File: config.mk
export PLATFORM = sky130hd
export DESIGN_NAME = fsm3s_channel_sched
export DESIGN_NICKNAME = d
export VERILOG_FILES = /design/src/rtl/fsm3s_pkg.sv /design/src/rtl/fsm3s_channel_sched_rr_arbiter.sv /design/src/rtl/fsm3s_channel_sched.sv
export SDC_FILE = /design/constraint.sdc
export NUM_CORES = 1
export LEC_CHECK = 0
export CAP_MARGIN = 20
export CORE_MARGIN = 1.5
export CORE_UTILIZATION = 30
export DETAILED_ROUTE_END_ITERATION = 6
export GPL_TIMING_DRIVEN = 0
export REMOVE_ABC_BUFFERS = 1
export SETUP_SLACK_MARGIN = 0.02
export SYNTH_ARGS = -nofsm -noshare
export SYNTH_HDL_FRONTEND = slang
export SYNTH_SLANG_ARGS = --single-unit
export TNS_END_PERCENT = 10
File: constraint.sdc
create_clock -name clk -period 8 [get_ports clk]
set_input_delay 1.6 -clock clk [delete_from_list [all_inputs] [get_ports clk]]
set_output_delay 1.6 -clock clk [all_outputs]
set_load 0.01 [all_outputs]
File: src/rtl/fsm3s_pkg.sv
// Shared types and next-state function for the time-shared "101" detector.
package fsm3s_pkg;

  typedef enum logic [1:0] {
    ST_A = 2'd0,
    ST_B = 2'd1,
    ST_C = 2'd2,
    ST_D = 2'd3
  } det_state_e;

  // Moore "101" detector with overlap; ST_D is the match state.
  function automatic det_state_e fsm3s_next(input det_state_e s, input logic b);
    det_state_e n;
    n = ST_A;
    unique case (s)
      ST_A:    n = b ? ST_B : ST_A;
      ST_B:    n = b ? ST_B : ST_C;
      ST_C:    n = b ? ST_D : ST_A;
      ST_D:    n = b ? ST_B : ST_C;
      default: n = ST_A;
    endcase
    return n;
  endfunction

endpackage

File: src/rtl/fsm3s_channel_sched_rr_arbiter.sv
// Round-robin arbiter: search starts one past the last granted index.
module rr_arbiter #(
  parameter  int NCH = 4,
  localparam int CHW = $clog2(NCH)
) (
  input  logic           clk,
  input  logic           reset,
  input  logic [NCH-1:0] req,
  output logic [NCH-1:0] grant,
  output logic [CHW-1:0] grant_idx,
  output logic           grant_vld
);

  logic [CHW-1:0] last_q;
  logic [CHW-1:0] last_d;

  always_comb begin
    grant     = '0;
    grant_idx = '0;
    grant_vld = 1'b0;
    for (int unsigned off = 1; off <= NCH; off++) begin
      int unsigned cand;
      cand = int'(last_q) + off;
      if (cand >= NCH) cand = cand - NCH;
      if (!grant_vld && req[CHW'(cand)]) begin
        grant_vld              = 1'b1;
        grant_idx              = CHW'(cand);
        grant[CHW'(cand)]      = 1'b1;
      end
    end
    last_d = grant_vld ? grant_idx : last_q;
  end

  // Reset to the top index so channel 0 is searched first.
  always_ff @(posedge clk or posedge reset) begin
    if (reset) last_q <= CHW'(NCH - 1);
    else       last_q <= last_d;
  end

endmodule

File: src/rtl/fsm3s_channel_sched.sv
// One "101" detector time-shared across NCH serial channels via saved contexts
// and round-robin arbitration; emits tagged detection pulses and a hit count.
module fsm3s_channel_sched
  import fsm3s_pkg::*;
#(
  parameter  int NCH  = 4,
  parameter  int CNTW = 16,
  localparam int CHW  = $clog2(NCH)
) (
  input  logic            clk,
  input  logic            reset,
  input  logic [NCH-1:0]  ch_valid,
  input  logic [NCH-1:0]  ch_bit,
  input  logic [NCH-1:0]  ch_clear,
  output logic [NCH-1:0]  ch_ready,
  output logic            det_valid,
  output logic [CHW-1:0]  det_ch,
  output logic [CNTW-1:0] hit_count,
  output logic            busy
);

  logic [NCH-1:0]  eligible;
  logic [NCH-1:0]  grant;
  logic [CHW-1:0]  grant_idx;
  logic            grant_vld;

  det_state_e      ctx_q [NCH];
  det_state_e      ctx_d [NCH];
  det_state_e      nstate;

  logic            det_valid_q, det_valid_d;
  logic [CHW-1:0]  det_ch_q, det_ch_d;
  logic [CNTW-1:0] hit_count_q, hit_count_d;

  // A clearing channel is withheld from arbitration so its bit stays pending.
  assign eligible = ch_valid & ~ch_clear;

  rr_arbiter #(.NCH(NCH)) u_arb (
    .clk       (clk),
    .reset     (reset),
    .req       (eligible),
    .grant     (grant),
    .grant_idx (grant_idx),
    .grant_vld (grant_vld)
  );

  assign ch_ready = reset ? '0 : grant;
  assign busy     = |ch_valid;

  always_comb begin
    ctx_d       = ctx_q;
    nstate      = fsm3s_next(ctx_q[grant_idx], ch_bit[grant_idx]);
    det_valid_d = grant_vld && (nstate == ST_D);
    det_ch_d    = det_valid_d ? grant_idx : det_ch_q;
    hit_count_d = hit_count_q;
    for (int unsigned i = 0; i < NCH; i++) begin
      if (ch_clear[i])   ctx_d[i] = ST_A;
      else if (grant[i]) ctx_d[i] = nstate;
    end
    if (det_valid_d && (hit_count_q != '1)) hit_count_d = hit_count_q + CNTW'(1);
  end

  always_ff @(posedge clk or posedge reset) begin
    if (reset) begin
      for (int unsigned i = 0; i < NCH; i++) ctx_q[i] <= ST_A;
      det_valid_q <= 1'b0;
      det_ch_q    <= '0;
      hit_count_q <= '0;
    end else begin
      ctx_q       <= ctx_d;
      det_valid_q <= det_valid_d;
      det_ch_q    <= det_ch_d;
      hit_count_q <= hit_count_d;
    end
  end

  assign det_valid = det_valid_q;
  assign det_ch    = det_ch_q;
  assign hit_count = hit_count_q;

endmodule

==> impl_results.md <==
- Post-synthesis cell type count: 64
- Half-perimeter wire length after placement: 4.052 mm
- Grt met3 use: 0.02284
- Part of the power in registers: 0.289
- Post-synth top area share: 0.2974
- Final Cycle Share: 0.7370
- H-tree depth: 2
- Fin cells: 374
- Logic gate share of total power: 0.551
- Cell area after synthesis: 0.002272 mm2
- Nets: 297
- Cells after Synth: 240
- Rel. slew slack: 0.4003
- Clock share of power: 0.160
- Fin area: 0.002829 mm2
- Layout cell share with drive strength beyond 1: 0.1745
- Status: complete, no violations
- Min Tclk post-route: ~6 ns
- Largest family of logic cells by synthesized area: simple AND/OR/NAND/NOR gates
- Max incr delay on CP: 0.60 ns
- Final Skew: between 0.003 and 0.004 ns
- EDFF count, synth: 0
- Worst ir drop on vdd: around 90 uV
- Gr ovfl total: 0
- Largest net degree at the start of global routing: 30
- Cell taking the most area after synthesis: dfrtp_1
- Cell-internal power: between 0.4 and 0.5 mW
- Placer Congestion: between 0.7 and 0.8
- Starting Density: 0.3116
- DRC Markers: 0
- Tot Pwr: 0.8140 mW
- Postcts setup bufs: 0
- PD cells: around 290 mW/mm2
- Die width: 90.03 um
- Total clock sinks: 29
- Final setup violation count: 0
- Worst Tran Pin Value: about 0.9 ns
- CTS Root Cell: clkbuf_8
- CTS Buf Count: 5
- CP max-delay cell: mux4_2
- 1st-iter DRT viols: roughly 170
- Ranking of synthesized cells by area: dfrtp_1 30%, xor2_1 5.0%, ha_1 5.0%
- Port Buffer Count: 37
- Clk pin slew, worst setup/hold paths: roughly 0.06 ns
- Syn-to-layout area delta: 24.50%
- Switching share of power: 0.4516
- Cell Area, Placed: 0.002728 mm2
- Simple-Gate Fraction of Synth Area: 0.2896
- Via-per-instance ratio: 5.211
- Avg Cell Area, Syn: 9.467 um2
- XOR/XNOR Fraction of Synth Area: 0.06167
- Syn. warnings: 0
- Synth async-reset ratio: 1.000
- Maximum buffer depth of the clock tree: 2
- Pre-antenna DRT Iters: 4
- GRT Util Overall: 0.1346
- Most common cell in the netlist: dfrtp_1
- Die footprint: 0.008105 mm2
- CTS tree: done
- Floorplan die height: 90.03 um
- Synth Area in Compound Gates: 0.1779
- Insertion delay to the later sink of the worst-skew pair: 0.27 ns
- Initial antenna violation count: 0
- Wirelength per Cell: 14.20 um
- Static leakage: 1.151 nW
- Multiplexer share of the synthesized area: 0.05837
- I/O pin total: 38
- Fin. max-slew vios: 0
- Antenna Cells: 0
- M2 GR Usage: 0.2210
- Post-synth top cells: 27 x dfrtp_1, 23 x nand2_1, 17 x nor2_1
- Fillers: 762
- Vias: 1,949
- Worst path cell trace: clkdlybuf4s50_1 -> and2b_1 -> mux4_2 -> nor2_4 -> a222oi_1 -> a21oi_1 -> clkdlybuf4s50_1
- FMAX: ~0.17 GHz
- Vias in the first global route: 1,917
- Core Rows: 31
- Post-cts sizing count: 0
- Total negative slack: 0 ns
- Cell count after placement: roughly 370
- Post-synthesis adder-cell area fraction: 0.04956
- CP startpoint kind: input port
- RSZ-0062 raised after global routing: false
- CP max FO: 13
- WHS: 0.4804 ns
- Max-Cap Viols: 0
- Antenna-violating nets left: 0
- Worst Setup End Kind: output port
- CP delay by family, top: buffers and inverters
- First-pass GRT wire length: 9.128 mm
- Top FF cell, synth: dfrtp_1
- Hold crit path type: register to register
- Met1 Use GR: 0.1829
- Detailed Route WL: 5.310 mm
- Crit path top cell by count: clkdlybuf4s50_1
- Hold Vio Cnt, Final: 0
- Synth Register Bits: 29
- Crit Path Class: input port to output port
- Critical path arrival: 4.30 ns
- Cts-stage hold buffer count: 0
- Buf+Inv Stages, Crit Path: 2
- WP data required: 6.40 ns
- GR peak layer: met2
- Seq/Total Area, Yosys: 0.3205
- Core Area: 0.007292 mm2
- Sw Pwr: 0.3676 mW
==> power by group through the flow <==
stage	Clock, mW	Combinational (mW)	Sequential, mW
floorplan	0	0.321	0.228
global placement	0	0.441	0.237
detailed placement	0	0.443	0.237
CTS	0.135	0.447	0.234
global route	0.141	0.495	0.243
finish	0.131	0.448	0.235
==> logic make-up (layout without fill, tap and decap cells) <==
group | after synthesis | count (layout)
AO/OA/AOI/OAI | 47 | 47
AND/OR/NAND/NOR | 110 | 110
multiplexers | 10 | 10
adder cells (fa/ha/maj) | 9 | 9
XOR/XNOR | 16 | 16
buffers and inverters | 19 | 54
flip-flops | 29 | 29
==> cell usage in the layout (no fill, tap or decap), types with 6 or more instances in the layout <==
cell type and count:
ha_1 9, nor2_1 17, clkdlybuf4s50_1 37, nand4_1 7, nor3_2 11, xor2_1 13, dfrtp_1 27, clkbuf_8 7
a21oi_1 7, nor3_1 7, inv_1 6, nand3_1 10, nand2_1 23
==> state kept, by name, indices dropped and copies added (netlist names) <==
name and flops:
det_valid 1, hit_count 16, ctx_q 8, u_arb.last_q 2, det_ch 2
==> final cells by class <==
type	instances	area, um2	area share
Clock inverter	1	5.005	0.001769
Inverter	8	30.03	0.01061
Timing Repair Buffer	38	397.9	0.1406
Clock buffer	7	96.34	0.03406
Multi-Input combinational cell	192	1448	0.5117
Sequential cell	29	728.2	0.2574
Tap cell	99	123.9	0.04379
==> stage by stage <==
step,util,setup slack (ns)
after floorplan,-,3.371
after global placement,0.3703,2.116
after detailed placement,0.3741,2.151
after CTS,0.3880,2.133
after global routing,0.3880,1.958
final,0.3880,2.104
==> metal layers <==
metal,vias to the layer above,wire length [um]
met5,-,0
met4,0,38
met3,4,209
met2,38,2503
met1,934,2558
li1,973,-
==> worst paths after layout <==
path	to	startpoint	slack, ns	cells after the start
worst max register to register	hit_count[1]$_DFFE_PP0P_	u_arb.last_q[0]$_DFFE_PP1P_	3.64	10
worst min-delay path	hit_count[6]$_DFFE_PP0P_	hit_count[6]$_DFFE_PP0P_	0.48	1
worst max-delay path	ch_ready[2]	ch_clear[1]	2.10	7
worst min register to register	hit_count[6]$_DFFE_PP0P_	hit_count[6]$_DFFE_PP0P_	0.48	1
min in group asynchronous	ctx_q[2]$_DFFE_PP0P_	reset	1.72	2
max in group asynchronous	u_arb.last_q[1]$_DFFE_PP1P_	reset	5.76	3
==> worst reg2reg max path, stage by stage (launching register included) <==
cell,delay [ns]
dfstp_2,0.85
inv_2,0.24
ha_1,0.45
mux4_2,0.64
nor2_4,0.33
nor3_2,0.11
mux2i_1,0.21
o32ai_1,0.11
o21ai_2,0.75
nor2_1,0.19
mux2_1,0.35
(Power assumes the default switching activity.)
